`config.mk`:
```
export PLATFORM = sky130hd
export DESIGN_NAME = gray_counter
export DESIGN_NICKNAME = d
export VERILOG_FILES = /design/src/rtl/gray_pkg.sv /design/src/rtl/gray_step_next.sv /design/src/rtl/gray_counter.sv
export SDC_FILE = /design/constraint.sdc
export NUM_CORES = 1
export LEC_CHECK = 0
export CAP_MARGIN = 30
export CELL_PAD_IN_SITES_DETAIL_PLACEMENT = 0
export CELL_PAD_IN_SITES_GLOBAL_PLACEMENT = 2
export CORE_MARGIN = 3
export CORE_UTILIZATION = 27
export CTS_CLUSTER_DIAMETER = 80
export CTS_CLUSTER_SIZE = 28
export DETAILED_ROUTE_END_ITERATION = 10
export GPL_ROUTABILITY_DRIVEN = 0
export GPL_TIMING_DRIVEN = 0
export PLACE_DENSITY_LB_ADDON = 0.1
export SYNTH_ARGS = -nofsm -noshare
export SYNTH_HDL_FRONTEND = slang
export SYNTH_SLANG_ARGS = --single-unit
export TNS_END_PERCENT = 100
```
`constraint.sdc`:
```
create_clock -name clk -period 2.9 [get_ports clk]
set_input_delay 0.87 -clock clk [delete_from_list [all_inputs] [get_ports clk]]
set_output_delay 0.87 -clock clk [all_outputs]
set_load 0.02 [all_outputs]
```
`src/rtl/gray_pkg.sv`:
```
// Shared constants and Gray-code helpers for the gray_counter slice.
// Both helpers operate on GRAY_MAX_WIDTH-bit words; callers zero-extend narrower values.
package gray_pkg;

  localparam int GRAY_MAX_WIDTH = 32;

  typedef logic [GRAY_MAX_WIDTH-1:0] gray_word_t;

  function automatic gray_word_t bin2gray(input gray_word_t b);
    return b ^ (b >> 1);
  endfunction

  // Each binary bit is the XOR of all Gray bits at or above it.
  function automatic gray_word_t gray2bin(input gray_word_t g);
    gray_word_t b;
    b[GRAY_MAX_WIDTH-1] = g[GRAY_MAX_WIDTH-1];
    for (int i = GRAY_MAX_WIDTH - 2; i >= 0; i--) begin
      b[i] = b[i+1] ^ g[i];
    end
    return b;
  endfunction

endpackage

```
`src/rtl/gray_step_next.sv`:
```
// Combinational next-count for one enabled step, plus limit detection.
// Build option GRAY_CNT_SAT_EN: saturate at the limits instead of wrapping.
module gray_step_next #(
  parameter int unsigned WIDTH = 4
) (
  input  logic [WIDTH-1:0] bin_cur,
  input  logic             up_dn,
  output logic [WIDTH-1:0] bin_nxt,
  output logic             limit_hit
);

  localparam logic [WIDTH-1:0] ONE = WIDTH'(1);

  logic at_max;
  logic at_min;

  assign at_max = &bin_cur;
  assign at_min = ~|bin_cur;

  // limit_hit marks a wrap (modulo build) or a blocked step (saturating build).
  always_comb begin
    bin_nxt   = bin_cur;
    limit_hit = 1'b0;
    if (up_dn) begin
      limit_hit = at_max;
`ifdef GRAY_CNT_SAT_EN
      if (!at_max) bin_nxt = bin_cur + ONE;
`else
      bin_nxt = bin_cur + ONE;
`endif
    end else begin
      limit_hit = at_min;
`ifdef GRAY_CNT_SAT_EN
      if (!at_min) bin_nxt = bin_cur - ONE;
`else
      bin_nxt = bin_cur - ONE;
`endif
    end
  end

endmodule

```
`src/rtl/gray_counter.sv`:
```
// WIDTH-bit up/down counter with a registered, skew-free Gray copy and terminal-count pulse.
// Build option GRAY_CNT_SAT_EN selects saturating rather than wrapping counts.
module gray_counter
  import gray_pkg::*;
#(
  parameter int unsigned     WIDTH     = 4,
  parameter logic [WIDTH-1:0] RESET_VAL = '0
) (
  input  logic             clk,
  input  logic             rst_n,
  input  logic             en,
  input  logic             up_dn,
  input  logic             load,
  input  logic [WIDTH-1:0] load_val,
  input  logic             clr,
  output logic [WIDTH-1:0] bin_out,
  output logic [WIDTH-1:0] gray_out,
  output logic             tc
);

  localparam logic [WIDTH-1:0] RESET_GRAY =
    WIDTH'(bin2gray(GRAY_MAX_WIDTH'(RESET_VAL)));

  logic [WIDTH-1:0] bin_q,  bin_d;
  logic [WIDTH-1:0] gray_q, gray_d;
  logic             tc_q,   tc_d;

  logic [WIDTH-1:0] step_bin;
  logic             step_limit;

  gray_step_next #(.WIDTH(WIDTH)) u_step (
    .bin_cur   (bin_q),
    .up_dn     (up_dn),
    .bin_nxt   (step_bin),
    .limit_hit (step_limit)
  );

  // NOTE: every always_comb output gets a default first so no path leaves it unassigned (no latch).
  always_comb begin
    bin_d = bin_q;
    tc_d  = 1'b0;
    if (clr) begin
      bin_d = '0;
    end else if (load) begin
      bin_d = load_val;
    end else if (en) begin
      bin_d = step_bin;
      tc_d  = step_limit;
    end
    // Gray is derived from the next binary value so both registers update together.
    gray_d = WIDTH'(bin2gray(GRAY_MAX_WIDTH'(bin_d)));
  end

  // NOTE: sequential state uses non-blocking assignments so all flops sample pre-edge values.
  always_ff @(posedge clk or negedge rst_n) begin
    if (!rst_n) begin
      bin_q  <= RESET_VAL;
      gray_q <= RESET_GRAY;
      tc_q   <= 1'b0;
    end else begin
      bin_q  <= bin_d;
      gray_q <= gray_d;
      tc_q   <= tc_d;
    end
  end

  assign bin_out  = bin_q;
  assign gray_out = gray_q;
  assign tc       = tc_q;

endmodule

```
==> impl_results.md, run 1 <==
* Final critical-path required period at 2727 ps
* Top cells by area, synth: dfrtp_1 (37%), xnor2_1 (4.9%), ha_1 (4.7%), inv_1 (4.2%), fa_1 (3.7%)
* Placement row count at 15
* Core Region at 1802 um^2
* Clock-pin transition on the worst setup and hold timing paths at 50 ps
* Worst-path maximum fanout at 8
* Die Height at 50.49 um
* Initial antenna violation count at 0
* Antenna-violating nets left at 0
* Min Hold Slack at 646.0 ps
* Die area at 2549 um^2
* Drt first pass iters at 2
* Pin count of the biggest net entering global routing at 11
* Gr usage total at 9.969%
* Synth warn at 0
* Area of the multi-input gates at 299.0 um^2
* Global-route wire length before repair at 1.814 mm
* Critical path cell sequence: clkdlybuf4s50_1 > inv_1 > ha_1 > a21o_1 > a221o_1 > nand3_2 > mux2_4
* Worst-Skew Late Latency at 240 ps
* Syn_nets at 65
* H-tree levels at 1
* Area Growth Syn to Fin at 43.79%
* Synthesized flop and latch total at 8
* Avg Inst Size Synth at 10.27 um^2
* Critical Path Max Stage Delay at 630 ps
* Netlist cell types at 34
* Final Max Tran Viols at 0
* DRC at 0
* Fmax at 0.3667 GHz
* Post-CTS Repair Setup Buffers at 0
* Hpwl dp at 923.7 um
* Status: finished clean
* # setup viols final at 0
* Nature of the critical path startpoint: input pin
* Remaining Overflow, GRT at 0
* Vias in the first global route at 387
* Worst reg2reg setup slack at 930 ps
* Routed WL at 1.152 mm
* VDD IR-drop max at 155.7 uV
* Post-Synthesis Cells at 52
* Setup Total Neg Slack at 0 ps
* CP arrival at 2850 ps
* Root Buffer: clkbuf_4
* Synth area leader: dfrtp_1
* Die X-Extent at 50.49 um
* Fillers at 186
* CP required at 3020 ps
* Final Hold Viols at 0
* CP top delay family: buffers and inverters
* TritonCTS buffer count at 3
* Worst path buffer plus inverter count at 2
* Maxcap violations at 0
* Slowest CP cell: clkdlybuf4s50_1
* Post-Synthesis Cell Area at 534.3 um^2
* Post-CTS Resized at 0
* Clock Sinks at 8
* Final net count at 88
* Detailed Route Iter0 Violations at 4
* Critical path class: in2reg
* Leak at 0.3421 nW
* Total area of sequential cells at 200.2 um^2
* Via count at 459
* CP Capture Type: register
* Ant diodes at 0
* Hold Buf Count CTS at 0
* Io pins at 19
* Starting Density at 29.65%
* CTS tree: built
* Avg Vias per Cell at 4.684
* Post-synthesis sequential area ratio at 37.47%
* Post-synth top area share at 37.47%
* Buffer levels on the longest clock path at 2
* Post-Place Cells at 95
* RSZ-0062 raised after global routing: false
* Worst hold path type: reg2reg
* Layout Skew at 1.316 ps
* WL/cell at 11.76 um
* Max_slew headroom at 73.52%
* Ratio of cells with drive above 1 in the final layout at 12.33%
* Final cell count without fillers at 98
* Slew @ Worst Pin at 394.1 ps
* Pwr Density at 425.9 nW/um^2
* Fin worst setup slack at 172.8 ps
* DP Worst Slack at -94.38 ps
* PortBufs at 18
* Period utilization at 94.04%
[worst register-to-register path, cell delays in order, from the launching register on]
cell and delay [ps]:
dfrtp_1 490, inv_1 100, fa_1 410, xnor2_1 140, a211oi_1 290, nor3_1 140, mux2_4 280
[final timing paths]
kind / to / start / cells past startpoint
min in group asynchronous: bin_out[1] / rst_n / 1
setup reg to reg: gray_out[2] / bin_out[0] / 6
max in group asynchronous: gray_out[0] / rst_n / 1
setup / recovery: gray_out[2] / up_dn / 7
hold / removal: tc / bin_out[1] / 2
hold reg to reg: tc / bin_out[1] / 2
[synthesized netlist by cell type (all sizes together)]
| master | n |
|---|---|
| a2111oi | 1 |
| a211oi | 1 |
| a21o | 1 |
| a21oi | 1 |
| a221o | 1 |
| a22oi | 1 |
| a31oi | 1 |
| and2b | 1 |
| and3 | 1 |
| and4bb | 1 |
| buf | 2 |
| dfrtp | 8 |
| fa | 1 |
| ha | 2 |
| inv | 6 |
| mux2 | 1 |
| mux2i | 2 |
| nand2 | 1 |
| nand2b | 1 |
| nand3 | 3 |
| nand3b | 1 |
| nor2 | 2 |
| nor2b | 1 |
| nor3 | 1 |
| nor3b | 1 |
| nor4 | 1 |
| o211ai | 1 |
| o21a | 1 |
| o2bb2ai | 1 |
| or4b | 1 |
| xnor2 | 3 |
| xor2 | 1 |
[kinds of logic after synthesis]
family,count (synthesis),share of synthesized area (%)
AOI/OAI and AO/OA,10,14.29
xor gates and xnor gates,4,6.559
buffers and inverters,8,6.557
adders and majority gates,3,8.430
and+or+nand+nor,16,20.14
muxes,3,6.557
DFF,8,37.47
[routing by layer]
layer / GRT usage [%] / wire, um / up-vias / share of wire, %
met5: 0 / 0 / - / 0
met4: 6.726 / 11 / 0 / 0.95
met3: 2.374 / 77 / 2 / 6.7
met2: 13.91 / 527 / 16 / 46
met1: 13.44 / 535 / 211 / 46
li1: - / - / 230 / -
[flip-flops by register name, summed over array words and instances (netlist names)]
register	flops
gray_out	3
bin_out	4
tc	1
[cells in the final DEF (no fill, tap or decap), types with 2 or more instances in the layout]
master	count
nor2_1	2
inv_1	6
mux2i_1	2
clkdlybuf4s50_1	18
xnor2_1	3
clkbuf_4	3
nand3_1	2
ha_1	2
dfrtp_1	8
[power breakdown]
group	internal, W	total [W]	switching, W
logic	0.0000619	0.000116	0.0000546
clock network	0.0000468	0.0000761	0.0000293
registers	0.000124	0.000135	0.0000109
[layout make-up]
class                   instances  share of cell area, %
multi-input cells              36                  38.93
flip-flops and latches          8                  26.06
repair buffers                 18                  23.45
well taps                      25                  4.072
clock buffers                   3                  2.932
inverters                       6                  2.932
plain buffers                   2                  1.629
[through the flow]
| step | cell area (um^2) | power (W) | util [%] |
|---|---|---|---|
| global route | 768.2 | 0.0003484 | 42.64 |
| finish | 768.2 | 0.0003272 | 42.64 |
| floorplan | 534.3 | 0.0001998 | - |
| detailed placement | 745.7 | 0.0002544 | 41.39 |
| CTS | 768.2 | 0.0003334 | 42.64 |
| global placement | 745.7 | 0.0002543 | 41.39 |
(Power assumes the default switching activity.)
==> run 2: changes to the inputs <==
--- a/config.mk
+++ b/config.mk
@@ -8,6 +8,7 @@
 export CAP_MARGIN = 30
 export CELL_PAD_IN_SITES_DETAIL_PLACEMENT = 0
 export CELL_PAD_IN_SITES_GLOBAL_PLACEMENT = 2
+export CORE_ASPECT_RATIO = 0.75
 export CORE_MARGIN = 3
 export CORE_UTILIZATION = 27
 export CTS_CLUSTER_DIAMETER = 80
==> impl_results.md, run 2 (synthesis gave the netlist of run 1 again) <==
* Status: finished clean
* Io pins at 19
* CP arrival at 2870 ps
* Nature of the critical path startpoint: input pin
* Remaining Overflow, GRT at 0
* Slowest CP cell: clkdlybuf4s50_1
* RSZ-0062 raised after global routing: false
* Critical path cell sequence: clkdlybuf4s50_1 > inv_1 > ha_1 > a21o_1 > a221o_1 > nand3_2 > mux2_4
* Maxcap violations at 0
* Area of the multi-input gates at 304.0 um^2
* Area Growth Syn to Fin at 44.03%
* Leak at 0.3432 nW
* Pwr Density at 437.9 nW/um^2
* Die Height at 44.53 um
* Placement row count at 13
* Starting Density at 29.59%
* Detailed Route Iter0 Violations at 6
* Worst-Skew Late Latency at 250 ps
* CP required at 3040 ps
* Slew @ Worst Pin at 400.4 ps
* CTS tree: built
* Critical path class: in2reg
* WL/cell at 12.53 um
* Ant diodes at 0
* Layout Utilization at 42.62%
* Fmax at 0.3656 GHz
* Drt first pass iters at 2
* Die area at 2554 um^2
* DRC at 0
* Global-route wire length before repair at 2.090 mm
* VDD IR-drop max at 272.7 uV
* Layout Skew at 1.905 ps
* Buffer levels on the longest clock path at 2
* PortBufs at 18
* Core Region at 1805 um^2
* Routed WL at 1.190 mm
* Root Buffer: clkbuf_4
* Commonest non-fill, non-tap cell in the layout: clkdlybuf4s50_1
* Clock-pin transition on the worst setup and hold timing paths at 50 ps
* Fillers at 187
* Pin count of the biggest net entering global routing at 11
* Ratio of cells with drive above 1 in the final layout at 13.70%
* Max_slew headroom at 73.10%
* Vias in the first global route at 434
* # setup viols final at 0
* Max FFs per register at 4
* Gr usage total at 10.74%
* Final net count at 88
* Hpwl dp at 955.3 um
* Via count at 453
* Setup Total Neg Slack at 0 ps
* Post-Place Cells at 92
* CP Capture Type: register
* Hold Buf Count CTS at 0
* Period utilization at 94.31%
* Total area of sequential cells at 200.2 um^2
* Most frequent cells in the layout: clkdlybuf4s50_1 (18), dfrtp_1 (8), inv_1 (6), xnor2_1 (3), clkbuf_4 (3)
* TritonCTS buffer count at 3
* Die X-Extent at 57.37 um
* H-tree levels at 1
* Final critical-path required period at 2735 ps
* Final Hold Viols at 0
* Initial antenna violation count at 0
* Worst hold path type: reg2reg
* Avg Vias per Cell at 4.768
* Antenna-violating nets left at 0
* Critical Path Max Stage Delay at 640 ps
* Clock Sinks at 8
* Final Max Tran Viols at 0
* Worst-path maximum fanout at 8
* Final cell count without fillers at 95
-- run 2: what timing repair did --
item,CTS,global route
resized for setup,0,1
setup buffers,0,0
endpoints found under the setup margin,0,1
-- run 2: path summary, 6_finish.rpt --
kind	startpoint	to	slack, ps	cells after the start
max	up_dn	gray_out[2]	170	7
min in group asynchronous	rst_n	bin_out[2]	890	1
max reg2reg	bin_out[0]	gray_out[2]	1000	6
min	bin_out[1]	tc	640	2
max in group asynchronous	rst_n	bin_out[1]	1750	1
min reg2reg	bin_out[1]	tc	640	2
-- run 2: where the power goes --
group / switching, W / internal [W] / leakage (nW)
logic: 0.0000558 / 0.0000626 / 0.226
registers: 0.0000104 / 0.000124 / 0.103
clock network: 0.0000373 / 0.0000473 / 0.0138
total: 0.000104 / 0.000233 / 0.343
-- run 2: area by class of cell --
class | count | area share (%)
clock buffer | 3 | 2.927
multi-input combinational | 36 | 39.51
timing repair buffer | 18 | 23.41
tap | 22 | 3.577
sequential | 8 | 26.02
inverter | 6 | 2.927
buffer | 2 | 1.626
-- run 2: layer usage --
layer	part of all wire [%]	wire length, um	track usage [%]	vias up
met5	0	0	0	-
met4	0	0	1.389	0
met3	6.6	78	4.082	0
met2	40	478	14.86	14
met1	53	634	16.02	210
li1	-	-	-	229
-- run 2: critical path, delay by kind of cell --
family	cells	cell delay [ps]
simple gates	1	90
compound gates	2	540
fa+ha+maj	1	320
mux	1	290
buf+inv	2	750
-- run 2: stage by stage --
stage | setup slack [ps] | area, um^2 | hold slack [ps] | total power (W)
after global placement | -148.5 | 742.0 | 646.4 | 0.0002550
after CTS | 133.7 | 764.5 | 644.9 | 0.0003387
after detailed placement | -133.9 | 742.0 | 635.6 | 0.0002541
after floorplan | 701.9 | 534.3 | 574.4 | 0.0001998
after global routing | 84.47 | 769.5 | 684.9 | 0.0003625
final | 165.1 | 769.5 | 638.2 | 0.0003370
==> run 3: changes to the inputs <==
--- a/config.mk
+++ b/config.mk
@@ -11,8 +11,6 @@
 export CORE_ASPECT_RATIO = 0.75
 export CORE_MARGIN = 3
 export CORE_UTILIZATION = 27
-export CTS_CLUSTER_DIAMETER = 80
-export CTS_CLUSTER_SIZE = 28
 export DETAILED_ROUTE_END_ITERATION = 10
 export GPL_ROUTABILITY_DRIVEN = 0
 export GPL_TIMING_DRIVEN = 0
@@ -20,4 +18,3 @@
 export SYNTH_ARGS = -nofsm -noshare
 export SYNTH_HDL_FRONTEND = slang
 export SYNTH_SLANG_ARGS = --single-unit
-export TNS_END_PERCENT = 100
==> results of run 3 <==
Final layout, timing and power as in run 2 (identical DEF).
